## src/rtl/spi_pkg.sv

```systemverilog
// spi_pkg: shared definitions for the synchronous SPI slave.
//   SPI_MODE0..SPI_MODE3 : {CPOL, CPHA} encodings for the mode input
//   spi_state_t          : frame FSM state (IDLE / ACTIVE)
//   sample_on_rise()     : true when the sample edge is the rising sclk edge
package spi_pkg;

   localparam logic [1:0] SPI_MODE0 = 2'b00;
   localparam logic [1:0] SPI_MODE1 = 2'b01;
   localparam logic [1:0] SPI_MODE2 = 2'b10;
   localparam logic [1:0] SPI_MODE3 = 2'b11;

   typedef enum logic {
      IDLE   = 1'b0,
      ACTIVE = 1'b1
   } spi_state_t;

   // Data is sampled on the rising sclk edge when CPOL == CPHA, otherwise
   // on the falling edge; the opposite edge shifts.
   function automatic logic sample_on_rise(input logic [1:0] mode);
      return mode[1] == mode[0];
   endfunction

endpackage

```

## src/rtl/spi_slave_sync_if.sv

```systemverilog
// spi_slave_sync_if: parallel word side of the SPI slave.
//   tx_data/tx_valid/tx_ready : words to be shifted out on miso
//   rx_data/rx_valid/rx_ready : words received from mosi
//   tx_underrun/rx_overrun    : one-clk error pulses
//
// Handshake: a word moves on a rising clk edge where valid and ready are
// both high. The producer holds valid and data stable until that edge;
// ready may change freely and does not depend on valid.
interface spi_slave_sync_if #(
   parameter int BITS = 8
) ();

   logic [BITS-1:0] tx_data;
   logic            tx_valid;
   logic            tx_ready;
   logic [BITS-1:0] rx_data;
   logic            rx_valid;
   logic            rx_ready;
   logic            tx_underrun;
   logic            rx_overrun;

   // Seen from the SPI slave block.
   modport slave (
      input  tx_data, tx_valid, rx_ready,
      output tx_ready, rx_data, rx_valid, tx_underrun, rx_overrun
   );

   // Seen from the user logic that feeds TX and drains RX.
   modport master (
      output tx_data, tx_valid, rx_ready,
      input  tx_ready, rx_data, rx_valid, tx_underrun, rx_overrun
   );

endinterface

```

## src/rtl/spi_pin_sync.sv

```systemverilog
// spi_pin_sync: flop chain bringing one asynchronous pin into the clk domain.
//   clk, rst_n : system clock, asynchronous active-low reset
//   din        : asynchronous input pin
//   dout       : synchronised copy, SYNC_STAGES clk later
module spi_pin_sync #(
   parameter int   SYNC_STAGES = 2,
   parameter logic RESET_VAL   = 1'b0
) (
   input  logic clk,
   input  logic rst_n,
   input  logic din,
   output logic dout
);

   logic [SYNC_STAGES-1:0] chain;

   always_ff @(posedge clk or negedge rst_n) begin
      if (!rst_n) begin
         chain <= {SYNC_STAGES{RESET_VAL}};
      end else begin
         chain <= {chain[SYNC_STAGES-2:0], din};
      end
   end

   assign dout = chain[SYNC_STAGES-1];

endmodule

```

## src/rtl/spi_slave_sync.sv

```systemverilog
// spi_slave_sync: SPI slave running entirely on the system clock.
// sclk, ss_n and mosi are oversampled; all four SPI modes are supported and
// the mode is captured at the start of each ss_n frame.
//   clk, rst_n      : system clock (>= 4x sclk), async active-low reset
//   sclk, ss_n, mosi: asynchronous SPI pins
//   mode            : {CPOL, CPHA}, sampled at frame start
//   miso, miso_oe   : registered serial output and pad enable
//   busy            : frame active
//   fsm_state       : current frame FSM state (observation only)
//   bus             : TX/RX word handshakes and error pulses
module spi_slave_sync
   import spi_pkg::*;
#(
   parameter int              BITS        = 8,
   parameter int              LSB_FIRST   = 0,
   parameter int              SYNC_STAGES = 2,
   parameter logic [BITS-1:0] TX_FILL     = '0
) (
   input  logic              clk,
   input  logic              rst_n,
   input  logic              sclk,
   input  logic              ss_n,
   input  logic              mosi,
   input  logic [1:0]        mode,
   output logic              miso,
   output logic              miso_oe,
   output logic              busy,
   output spi_state_t        fsm_state,
   spi_slave_sync_if.slave   bus
);

   localparam int             CW   = $clog2(BITS);
   localparam logic [CW-1:0]  LAST = CW'(BITS - 1);

   // ---------------------------------------------------------------
   // Pin synchronisers and edge detection
   // ---------------------------------------------------------------
   logic sclk_s, ss_s, mosi_s;
   logic sclk_d, ss_d;

   spi_pin_sync #(.SYNC_STAGES(SYNC_STAGES), .RESET_VAL(1'b0)) u_sync_sclk (
      .clk(clk), .rst_n(rst_n), .din(sclk), .dout(sclk_s)
   );

   // ss_n resets to the asserted level so a select already held low
   // across reset release does not look like a new frame.
   spi_pin_sync #(.SYNC_STAGES(SYNC_STAGES), .RESET_VAL(1'b0)) u_sync_ss (
      .clk(clk), .rst_n(rst_n), .din(ss_n), .dout(ss_s)
   );

   spi_pin_sync #(.SYNC_STAGES(SYNC_STAGES), .RESET_VAL(1'b0)) u_sync_mosi (
      .clk(clk), .rst_n(rst_n), .din(mosi), .dout(mosi_s)
   );

   always_ff @(posedge clk or negedge rst_n) begin
      if (!rst_n) begin
         sclk_d <= 1'b0;
         ss_d   <= 1'b0;
      end else begin
         sclk_d <= sclk_s;
         ss_d   <= ss_s;
      end
   end

   logic sclk_rise, sclk_fall, ss_fall;

   // Edges are decoded from the last sync stage, so mosi_s (same depth)
   // is exactly the value present at the pin edge.
   assign sclk_rise = sclk_s & ~sclk_d;
   assign sclk_fall = ~sclk_s & sclk_d;
   assign ss_fall   = ~ss_s & ss_d;

   // ---------------------------------------------------------------
   // Frame FSM
   // ---------------------------------------------------------------
   spi_state_t state_q, state_d;
   logic       frame_start, frame_end;

   always_ff @(posedge clk or negedge rst_n) begin
      if (!rst_n) begin
         state_q <= IDLE;
      end else begin
         state_q <= state_d;
      end
   end

   always_comb begin
      state_d     = state_q;
      frame_start = 1'b0;
      frame_end   = 1'b0;
      case (state_q)
         IDLE: begin
            if (ss_fall) begin
               state_d     = ACTIVE;
               frame_start = 1'b1;
            end
         end
         ACTIVE: begin
            if (ss_s) begin
               state_d   = IDLE;
               frame_end = 1'b1;
            end
         end
         default: state_d = IDLE;
      endcase
   end

   // ---------------------------------------------------------------
   // Edge qualification
   // ---------------------------------------------------------------
   logic [1:0]      mode_q;
   logic [CW-1:0]   bit_cnt;
   logic            in_frame, sample_ev, shift_ev, word_done, load_ev, shift_only;

   assign in_frame  = (state_q == ACTIVE) && !ss_s;
   assign sample_ev = in_frame && (sample_on_rise(mode_q) ? sclk_rise : sclk_fall);
   assign shift_ev  = in_frame && (sample_on_rise(mode_q) ? sclk_fall : sclk_rise);
   assign word_done = sample_ev && (bit_cnt == LAST);

   // A shift edge seen with bit_cnt == 0 is the first leading edge of a
   // word for CPHA=1, and the edge right after a word's last sample for
   // CPHA=0. CPHA=0 additionally preloads at the start of the frame.
   assign load_ev    = (frame_start && !mode[0]) || (shift_ev && (bit_cnt == '0));
   assign shift_only = shift_ev && (bit_cnt != '0);

   // ---------------------------------------------------------------
   // Shift paths
   // ---------------------------------------------------------------
   logic [BITS-1:0] rx_shift, tx_shift;
   logic [BITS-1:0] rx_word, tx_shifted;
   logic            miso_bit;
   logic [BITS-1:0] tx_buf;
   logic            tx_full;
   logic            tx_wr;

   always_comb begin
      rx_word    = '0;
      tx_shifted = '0;
      miso_bit   = 1'b0;
      if (LSB_FIRST != 0) begin
         rx_word    = {mosi_s, rx_shift[BITS-1:1]};
         tx_shifted = {1'b0, tx_shift[BITS-1:1]};
         miso_bit   = tx_shift[0];
      end else begin
         rx_word    = {rx_shift[BITS-2:0], mosi_s};
         tx_shifted = {tx_shift[BITS-2:0], 1'b0};
         miso_bit   = tx_shift[BITS-1];
      end
   end

   assign tx_wr        = bus.tx_valid && !tx_full;
   assign bus.tx_ready = !tx_full;

   always_ff @(posedge clk or negedge rst_n) begin
      if (!rst_n) begin
         mode_q   <= 2'b00;
         bit_cnt  <= '0;
         rx_shift <= '0;
         tx_shift <= '0;
         miso     <= 1'b0;
      end else begin
         if (frame_start) begin
            mode_q <= mode;
         end

         if (frame_start || frame_end) begin
            bit_cnt <= '0;
         end else if (sample_ev) begin
            bit_cnt <= word_done ? '0 : bit_cnt + 1'b1;
         end

         // A partial word left over from an aborted frame is dropped here.
         if (frame_start) begin
            rx_shift <= '0;
         end else if (sample_ev) begin
            rx_shift <= rx_word;
         end

         if (frame_end) begin
            tx_shift <= '0;
         end else if (load_ev) begin
            tx_shift <= tx_full ? tx_buf : TX_FILL;
         end else if (shift_only) begin
            tx_shift <= tx_shifted;
         end

         miso <= (state_q == ACTIVE) ? miso_bit : 1'b0;
      end
   end

   // ---------------------------------------------------------------
   // TX holding buffer
   // ---------------------------------------------------------------
   // A write can only happen while the buffer is empty, so a load in the
   // same cycle sees empty (underrun) and the new word lands after it.
   always_ff @(posedge clk or negedge rst_n) begin
      if (!rst_n) begin
         tx_buf          <= '0;
         tx_full         <= 1'b0;
         bus.tx_underrun <= 1'b0;
      end else begin
         bus.tx_underrun <= load_ev && !tx_full;
         if (tx_wr) begin
            tx_buf  <= bus.tx_data;
            tx_full <= 1'b1;
         end else if (load_ev) begin
            tx_full <= 1'b0;
         end
      end
   end

   // ---------------------------------------------------------------
   // RX output register
   // ---------------------------------------------------------------
   always_ff @(posedge clk or negedge rst_n) begin
      if (!rst_n) begin
         bus.rx_data    <= '0;
         bus.rx_valid   <= 1'b0;
         bus.rx_overrun <= 1'b0;
      end else begin
         bus.rx_overrun <= word_done && bus.rx_valid && !bus.rx_ready;
         if (word_done && (!bus.rx_valid || bus.rx_ready)) begin
            bus.rx_data  <= rx_word;
            bus.rx_valid <= 1'b1;
         end else if (bus.rx_valid && bus.rx_ready) begin
            bus.rx_valid <= 1'b0;
         end
      end
   end

   assign busy      = (state_q == ACTIVE);
   assign miso_oe   = (state_q == ACTIVE);
   assign fsm_state = state_q;

endmodule

```

## src/flat_wrapper.sv

```systemverilog
// flat-port wrapper written by rule: the top's interface ports become plain ports
module spi_slave_sync_flat import spi_pkg::*;
#(
   parameter int              BITS        = 8,
   parameter int              LSB_FIRST   = 0,
   parameter int              SYNC_STAGES = 2,
   parameter logic [BITS-1:0] TX_FILL     = '0
)
  (clk, rst_n, sclk, ss_n, mosi, mode, miso, miso_oe, busy, fsm_state, bus_tx_data, bus_tx_valid, bus_rx_ready, bus_tx_ready, bus_rx_data, bus_rx_valid, bus_tx_underrun, bus_rx_overrun);
  spi_slave_sync_if #(.BITS(BITS)) bus_i ();
  input  logic clk;
  input  logic rst_n;
  input  logic sclk;
  input  logic ss_n;
  input  logic mosi;
  input  logic [1:0] mode;
  output logic miso;
  output logic miso_oe;
  output logic busy;
  output spi_state_t fsm_state;
  input wire logic [$bits(bus_i.tx_data)-1:0] bus_tx_data;
  input wire logic [$bits(bus_i.tx_valid)-1:0] bus_tx_valid;
  input wire logic [$bits(bus_i.rx_ready)-1:0] bus_rx_ready;
  output wire logic [$bits(bus_i.tx_ready)-1:0] bus_tx_ready;
  output wire logic [$bits(bus_i.rx_data)-1:0] bus_rx_data;
  output wire logic [$bits(bus_i.rx_valid)-1:0] bus_rx_valid;
  output wire logic [$bits(bus_i.tx_underrun)-1:0] bus_tx_underrun;
  output wire logic [$bits(bus_i.rx_overrun)-1:0] bus_rx_overrun;
  assign bus_i.tx_data = bus_tx_data;
  assign bus_i.tx_valid = bus_tx_valid;
  assign bus_i.rx_ready = bus_rx_ready;
  assign bus_tx_ready = bus_i.tx_ready;
  assign bus_rx_data = bus_i.rx_data;
  assign bus_rx_valid = bus_i.rx_valid;
  assign bus_tx_underrun = bus_i.tx_underrun;
  assign bus_rx_overrun = bus_i.rx_overrun;
  spi_slave_sync #(.BITS(BITS), .LSB_FIRST(LSB_FIRST), .SYNC_STAGES(SYNC_STAGES), .TX_FILL(TX_FILL)) u_core (.clk(clk), .rst_n(rst_n), .sclk(sclk), .ss_n(ss_n), .mosi(mosi), .mode(mode), .miso(miso), .miso_oe(miso_oe), .busy(busy), .fsm_state(fsm_state), .bus(bus_i));
endmodule
```

## config.mk

```make
export PLATFORM = sky130hd
export DESIGN_NAME = spi_slave_sync_flat
export DESIGN_NICKNAME = d
export VERILOG_FILES = /design/src/rtl/spi_pkg.sv /design/src/rtl/spi_slave_sync_if.sv /design/src/rtl/spi_pin_sync.sv /design/src/rtl/spi_slave_sync.sv /design/src/flat_wrapper.sv
export SDC_FILE = /design/constraint.sdc
export NUM_CORES = 1
export LEC_CHECK = 0
export BUFFER_PORTS_ARGS = -buffer_cell sky130_fd_sc_hd__buf_2
export CORE_MARGIN = 2
export CORE_UTILIZATION = 45
export CTS_BUF_LIST = sky130_fd_sc_hd__clkbuf_4 sky130_fd_sc_hd__clkbuf_8
export DETAILED_ROUTE_END_ITERATION = 10
export PLACE_DENSITY = 0.76
export SYNTH_ARGS = -nofsm -noshare
export SYNTH_HDL_FRONTEND = slang
export SYNTH_SLANG_ARGS = --single-unit
```

## constraint.sdc

```tcl
create_clock -name clk -period 2 [get_ports clk]
set_clock_uncertainty 0.1 [all_clocks]
set_input_delay 0.4 -clock clk [delete_from_list [all_inputs] [get_ports clk]]
set_output_delay 0.4 -clock clk [all_outputs]
set_load 0.02 [all_outputs]
```

Word-level counts from Yosys, hierarchy flattened
Cells that the tools add are included.
W data, S select, Z words.
Cells by class
  equality and inequality tests: 2
  multiplexer cells: 22
  bitwise gates (word level): 7
  $add $sub $neg: 1
  shifts and indexed selects: 0
  divide/modulo/power cells: 0
  order comparisons: 0
  multiply operators: 0
  reduce and logical (&&, ||, !) cells: 28
Operators with widths (number)
  $mux W8: 4
  $mux W7: 2
  $logic_and A1 B1 Y1: 13
  $mux W1: 12
  $mux W3: 3
  $reduce_bool A2 Y1: 4
  $reduce_bool A3 Y1: 2
  $logic_not A1 Y1: 5
  $not A1 Y1: 4
  $add A3 B1 Y3 const B: 1
  $and A1 B1 Y1: 3
  $eq A3 B3 Y1 const B: 1
  $logic_not A3 Y1: 1
  $logic_or A1 B1 Y1: 3
  $pmux W1 S2: 1
  $eq A1 B1 Y1: 1
Storage, ports and cells
  memories kept: 0
  bits of input ports: 17
  bits in latches: 0
  register bits after elaboration: 50
  ROM bits: 0
  word-level logic and storage cells: 77
  output and inout bits: 16
  bits in writable memories: 0

Longest topological paths before layout
Gate-level depths: netlist of the first run.
  word-level depth: 8
  depth in mapped cells: 6
  gate-level depth less buffers: 5

Modules after synthesis
Synthesis of the first run repeated with hierarchy kept, for this count alone.
Unflattened totals
  cell total of the unflattened synthesis: 172
  area, all modules: 2057.0 um^2
Modules (own cells, without submodules)
  spi_slave_sync: area an instance 1906.8 um^2, cells an instance 166, instances 1, sequential area each 1101.1 um^2
  spi_pin_sync: area an instance 50.0 um^2, cells an instance 2, instances 3, sequential area each 50.0 um^2

Worst setup path before layout of the first run
No wires, ideal clock.
  path kind: register to register
  start point: register u_core.state_q, in the netlist u_core.busy
  end point: register u_core.rx_shift[1]
  arrival time: 1.588 ns
  path buffers: 2
  cell stages (with the launch flop): 7
  clock period less this slack: 1.829 ns
  required time: 1.760 ns
  library setup time: 0.140 ns
  path slack: 0.171 ns
  cell sequence: dfrtp_1 > buf_6 > and4bb_2 > mux2i_4 > buf_6 > mux2i_1 > nor2_1
On the way
  word-level cells in the longest chain between the ends: 3
  elaborated cells between the ends (all ways): 5
  those cells by class: mux (2); reduce/logical (3)
RTL lines
  start, declared: RTL line spi_slave_sync.sv:76  | spi_state_t state_q, state_d;
  start signal, assigned: RTL line spi_slave_sync.sv:83  | state_q <= state_d;
  $logic_and A1 B1 Y1: RTL line spi_slave_sync.sv:115  | assign in_frame = (state_q == ACTIVE) && !ss_s;
  $logic_and A1 B1 Y1: RTL line spi_slave_sync.sv:116  | assign sample_ev = in_frame && (sample_on_rise(mode_q) ? sclk_rise : sclk_fall);
  $reduce_bool A2 Y1 (no source line)
  end signal, assigned: RTL line spi_slave_sync.sv:176  | rx_shift <= rx_word;
  end, declared: RTL line spi_slave_sync.sv:129  | logic [BITS-1:0] rx_shift, tx_shift;
Parallel ways exist; a longest one is shown, timed or not.
A chain may end at the register's enable or synchronous reset.

Worst setup path after layout of the first run
  start point: register u_core.state_q, in the netlist u_core.busy
  end point: register u_core.tx_shift[1]
On the way
  word-level cells in the longest chain between the ends: 6
  elaborated cells between the ends (all ways): 11
  those cells by class: mux (4); reduce/logical (7)
RTL lines
  $logic_and A1 B1 Y1: RTL line spi_slave_sync.sv:115
  $logic_and A1 B1 Y1: RTL line spi_slave_sync.sv:117  | assign shift_ev = in_frame && (sample_on_rise(mode_q) ? sclk_fall : sclk_rise);
  $logic_and A1 B1 Y1: RTL line spi_slave_sync.sv:123  | assign load_ev = (frame_start && !mode[0]) || (shift_ev && (bit_cnt == '0));
  $logic_or A1 B1 Y1: RTL line spi_slave_sync.sv:123
  $mux W8: RTL line spi_slave_sync.sv:181  | end else if (load_ev) begin
  $mux W8: RTL line spi_slave_sync.sv:179  | if (frame_end) begin
  end signal, assigned: RTL line spi_slave_sync.sv:182  | tx_shift <= tx_full ? tx_buf : TX_FILL;
  end signal, assigned: RTL line spi_slave_sync.sv:184  | tx_shift <= tx_shifted;
  end, declared: RTL line spi_slave_sync.sv:129
Parallel ways exist; a longest one is shown, timed or not.

==> results of run 1 <==
## sequential cells by signal, summed over array words and instances (netlist names)
signal / flops
u_core.mode_q: 2
u_core.u_sync_mosi.chain: 2
u_core.sclk_d: 1
u_core.busy: 1
u_core.u_sync_sclk.chain: 2
u_core.tx_buf: 8
u_core.u_sync_ss.chain: 2
u_core.tx_shift: 8
u_core.bus.rx_data: 8
u_core.ss_d: 1
u_core.tx_full: 1
u_core.bus.rx_valid: 1
u_core.miso: 1
u_core.rx_shift: 7
u_core.bus.rx_overrun: 1
u_core.bit_cnt: 3
u_core.bus.tx_underrun: 1
## layout make-up
type                    instances  area share (%)
clock inverters                 2            1.46
flip-flops and latches         50            48.7
clock buffers                   6            2.97
inverters                       7            1.02
repair buffers                 45            11.1
well taps                      54            2.63
multi-input cells              93            32.2
## kinds of logic after synthesis
| group | share of synthesized area, % |
|---|---|
| buffers and inverters | 3.65 |
| adder cells (fa/ha/maj) | 1.74 |
| flip-flops | 58.0 |
| AND/OR/NAND/NOR | 11.6 |
| multiplexers | 17.4 |
| XOR/XNOR | 0.754 |
| AO/OA/AOI/OAI | 6.84 |
## power breakdown
group / switching [mW] / internal [mW] / total [mW]
Sequential: 0.101 / 1.17 / 1.27
Clock: 0.332 / 0.387 / 0.719
Combinational: 0.201 / 0.255 / 0.455
Total: 0.633 / 1.81 / 2.44
## worst paths after layout
| path | start | slack, ns | cells after the start | to |
|---|---|---|---|---|
| max | u_core.busy | 0.17 | 5 | u_core.tx_shift[1] |
| min | ss_n | 0.09 | 1 | u_core.u_sync_ss.chain[0] |
| max reg2reg | u_core.busy | 0.17 | 5 | u_core.tx_shift[1] |
| min reg2reg | u_core.u_sync_sclk.chain[0] | 0.26 | 0 | u_core.u_sync_sclk.chain[1] |
| max in group asynchronous | rst_n | 0.74 | 3 | u_core.u_sync_ss.chain[1] |
| min in group asynchronous | rst_n | 0.50 | 2 | u_core.bus.rx_valid |
## layout by cell type, fill, tap and decap left out, drive strengths merged, types with 2 or more instances in the layout
cell | netlist | final
ha | 3 | 3
buf | 5 | 44
nand2b | 4 | 4
inv | 7 | 7
and2 | 8 | 8
o21ai | 2 | 2
a21oi | 3 | 3
nand2 | 4 | 4
dfrtp | 50 | 50
nor2 | 11 | 11
o2bb2ai | 8 | 8
and4bb | 2 | 2
clkbuf | 2 | 6
mux2i | 16 | 16
mux2 | 18 | 18
nand3 | 2 | 2
## through the flow
step / power, mW / cell area [um2] / hold slack (ns) / instances
floorplan: 1.60 / 2160 / 0.00441 / 157
global placement: 1.71 / 2400 / 0.234 / 244
detailed placement: 1.73 / 2400 / 0.241 / 244
CTS: 2.46 / 2530 / 0.0885 / 253
global route: 2.57 / 2570 / 0.0824 / 257
finish: 2.44 / 2570 / 0.0949 / 257
## critical path: stages (launching register included)
cell	delay (ns)
dfrtp_1	0.41
buf_4	0.21
nor4b_4	0.07
a21oi_2	0.49
mux2i_1	0.32
o2bb2ai_1	0.10
## per-layer routing
layer | part of all wire (%) | GRT usage (%)
met4 | 2.5 | 7.41
met2 | 47 | 22.4
met1 | 47 | 21.1
met5 | 0 | 0
met3 | 3.6 | 4.56
## repair_timing
item,4_1_cts,5_1_grt
buffers inserted,0,4
endpoints found under the setup margin,0,1
hold endpoints to repair,23,0
hold buffers,1,0
==> results.md, run 1 <==
* Port bufs at 32
* First-pass GRT wire length at 6220 um
* Initial Util at 46.3%
* Fmax at 0.546 GHz
* Main area contributors after synthesis: dfrtp_1 58%, mux2_2 9.4%, mux2i_1 7.0%
* Num ports at 33
* Area occupied by multi-input gates at 827 um2
* Hold Violations, Final at 0
* Area of the mapped netlist at 2160 um2
* Cell variety after synth at 32
* EDFF count, synth at 0
* Share of cells above drive strength 1 at 39.9%
* Fin. max-slew vios at 0
* Die W at 73.2 um
* Initial antenna violation count at 0
* Register area share after synthesis at 58.0%
* Register Area at 1250 um2
* Top cell type's share of synthesized area at 58.0%
* Largest net degree at the start of global routing at 28
* Crit path kind: register to register
* Final Cycle Share at 91.7%
* Core ar. at 4660 um2
* Clock Pin Slew Worst Setup and Hold Paths at 0.10 ns
* Crit-path max FO at 10
* Drt first-iter violations at 49
* Num rows at 25
* N_diodes at 0
* Cell taking the most area after synthesis: dfrtp_1
* Fin util at 55.2%
* Synth Instances at 157
* P&R area growth vs syn at 19.2%
* First-pass iteration count of the detailed router at 4
* Ys Warns at 0
* Post-CTS sizing at 0
* # nets final at 222
* Clk Latency, worst-skew pair at 0.31 ns
* Die area at 5360 um2
* Max_slew headroom at 56.6%
* Worst hold path type: input port to register
* Top cells by count, synth: 50 x dfrtp_1, 18 x mux2_2, 15 x mux2i_1, 10 x nor2_1
* Root Driver: clkbuf_8
* Maxcap violations at 0
* Total Wirelength at 3600 um
* Routed wire per std cell at 14.0 um
* VDD IR-drop max at 0.000492 V
* Most used DFF post-synth: dfrtp_1
* Startpoint Class: register
* Final-layout fill cell count at 372
* #FFs+latches synth at 50
* Count of final setup violators at 0
* Leak at 1.30 nW
* Die Y-Extent at 73.2 um
* GRT Total Usage at 15.4%
* Number of remaining DRC errors at 0
* Grt ovf at 0
* Vias in the first global route at 1,284
* H-tree depth at 2
* Gp weighted congestion at 0.736
* CTS tree: built
* HPWL Detailed at 2480 um
* CTS max path bufs at 2
* Outcome: finished, final reports clean
* Asr flop ratio synth at 100%
* Synthesized Nets at 177
* Cell Pwr Density at 950 nW/um2
* Setup ws final at 0.167 ns
* Routed Antenna Nets at 0
* Actual slew at the worst max-slew pin at 0.650 ns
* Drt via density at 5.06
* Num CTS Buffers at 5
* Setup_tns at 0 ns
* Tmin final at 1.83 ns
* DR vias at 1,301
* Most frequent cell after synthesis: dfrtp_1
* RSZ-0062 raised after global routing: false
* CP required at 2.09 ns
* CP arrival at 1.92 ns
* Syn avg cell area at 13.7 um2
* Clock sink count at 50
* Pre-CTS setup slack at 0.150 ns
* CP endpoint kind: register
(Power assumes the default switching activity.)
==> inputs of run 2 (changes only) <==
- BUFFER_PORTS_ARGS: -buffer_cell sky130_fd_sc_hd__buf_2 -> -buffer_cell sky130_fd_sc_hd__buf_4
- PLACE_DENSITY: 0.76 -> 0.66
==> run 2 against run 1 <==
  * Total power decreased by 7.7%
  * Setup slack improved by 0.0057 ns
  * Maximum frequency increased by 0.31%
==> results.md, run 2 (synthesis results as in run 1) <==
* Outcome: finished, final reports clean
* CP required at 2.09 ns
* RR Startpoint: u_core.mode_q[0]
* Area occupied by multi-input gates at 827 um2
* Leak at 1.27 nW
* DR vias at 1,294
* Most frequent cells in the layout: 50 x dfrtp_1, 40 x buf_4, 18 x mux2_2, 15 x mux2i_1, 10 x nor2_1
* Largest net degree at the start of global routing at 51
* VDD IR-drop max at 0.000681 V
* Combinational power share at 20.0%
* CTS max path bufs at 2
* First-pass iteration count of the detailed router at 4
* # nets final at 217
* Num rows at 25
* Crit path kind: register to register
* Num ports at 33
* GRT Total Usage at 14.6%
* Num CTS Buffers at 5
* Total Wirelength at 3470 um
* Worst reg2reg path endpoint: u_core.tx_full
* Initial Util at 46.3%
* Register Area at 1250 um2
* Seq pwr share at 56.1%
* Post-CTS sizing at 0
* Fmax at 0.547 GHz
* Die Y-Extent at 73.2 um
* First-pass GRT wire length at 5880 um
* P&R area growth vs syn at 18.3%
* Worst Reg-to-Reg Cells at 4
* Met1 Use GR at 16.6%
* N_diodes at 0
* Grt ovf at 0
* Core ar. at 4660 um2
* Pre-CTS setup slack at 0.113 ns
* Crit-path max FO at 10
* Fin. max-slew vios at 0
* Die W at 73.2 um
* Drt first-iter violations at 41
* Routed wire per std cell at 13.8 um
* RSZ-0062 raised after global routing: false
* Cell Pwr Density at 884 nW/um2
* Initial antenna violation count at 0
* Met3 global-route usage at 4.14%
* Sw Ratio at 26.4%
* Clock Pin Slew Worst Setup and Hold Paths at 0.08 ns
* Most used routing layer: met2
* Startpoint Class: register
* Commonest non-fill, non-tap cell in the layout: dfrtp_1
* Clock sink count at 50
* Hold Violations, Final at 0
* Tmin final at 1.83 ns
* CTS tree: built
* Psw at 0.595 mW
* Share of cells above drive strength 1 at 38.6%
* Max_slew headroom at 57.1%
* Maxcap violations at 0
* Top flop regs: u_core.bus.rx_data: 8 flops, u_core.tx_buf: 8 flops, u_core.tx_shift: 8 flops
* Port bufs at 32
* Reg-to-reg setup timing slack at 0.17 ns
* Routed Antenna Nets at 0
* Total internal power at 1.66 mW
* Die area at 5360 um2
* Root Driver: clkbuf_8
* Final Cycle Share at 91.4%
* Vias in the first global route at 1,335
* Worst hold path type: input port to asynchronous set/reset pin
* Setup_tns at 0 ns
* CP endpoint kind: register
* Gp weighted congestion at 0.807
* Clock power frac at 23.9%
* HPWL Detailed at 2500 um
* M2 GR Usage at 25.3%
* Final-layout fill cell count at 395
* Clk Latency, worst-skew pair at 0.30 ns
* Drt via density at 5.16
* Count of final setup violators at 0
* Setup ws final at 0.173 ns
* H-tree depth at 2
* Actual slew at the worst max-slew pin at 0.643 ns
* CP arrival at 1.91 ns
* Number of remaining DRC errors at 0
[run 2: layer usage]
layer	wire length [um]	vias up	share of wire (%)
met4	60	0	1.7
met1	1480	652	42
met2	1790	22	51
met5	0	-	0
met3	149	5	4.3
li1	-	615	-
[run 2: worst max-delay path by stage]
stage                                start  slack [ns]                      to  cells past startpoint
after floorplan                u_core.busy        0.17      u_core.rx_shift[1]                      6
after global placement    u_core.mode_q[0]        0.18      u_core.rx_shift[1]                      5
final                     u_core.mode_q[0]        0.17          u_core.tx_full                      4
after CTS                 u_core.mode_q[0]        0.09      u_core.rx_shift[0]                      5
after detailed placement  u_core.mode_q[0]        0.11      u_core.rx_shift[0]                      5
after global routing      u_core.mode_q[0]        0.06  u_core.bus.tx_underrun                      4
[run 2: through the flow]
stage | power, mW | cells | hold slack, ns | utilization, % | cell area, um2
after floorplan | 1.60 | 157 | 0.00441 | - | 2160
after global placement | 1.71 | 242 | 0.234 | 52.7 | 2460
after detailed placement | 1.74 | 242 | 0.235 | 52.7 | 2460
after CTS | 2.29 | 249 | 0.0294 | 54.4 | 2540
after global routing | 2.40 | 251 | 0.0524 | 54.7 | 2550
final | 2.25 | 251 | 0.00943 | 54.7 | 2550
[run 2: timing repair]
action / CTS / global route
setup buffers: 0 / 2
endpoints found under the setup margin: 0 / 1
hold buffers: 0 / 0
hold endpoints to repair: 0 / 0
[run 2: critical path, stage by stage (launching register included)]
cell	delay, ns
dfrtp_1	0.41
xor2_2	0.29
mux2i_1	0.47
a31oi_4	0.22
o22a_1	0.22
[run 2: final cells by class]
| cell class | instances | share of cell area (%) |
|---|---|---|
| Tap cell | 54 | 2.65 |
| Clock buffer | 5 | 2.70 |
| Sequential cell | 50 | 49.0 |
| Clock inverter | 2 | 0.392 |
| Multi-Input combinational cell | 93 | 32.4 |
| Timing Repair Buffer | 40 | 11.8 |
| Inverter | 7 | 1.03 |
[run 2: power groups by stage]
stage / Sequential, mW / Combinational (mW) / Clock, mW
finish: 1.26 / 0.452 / 0.538
global route: 1.29 / 0.501 / 0.609
CTS: 1.27 / 0.458 / 0.564
detailed placement: 1.29 / 0.457 / 0
global placement: 1.27 / 0.437 / 0
floorplan: 1.25 / 0.350 / 0
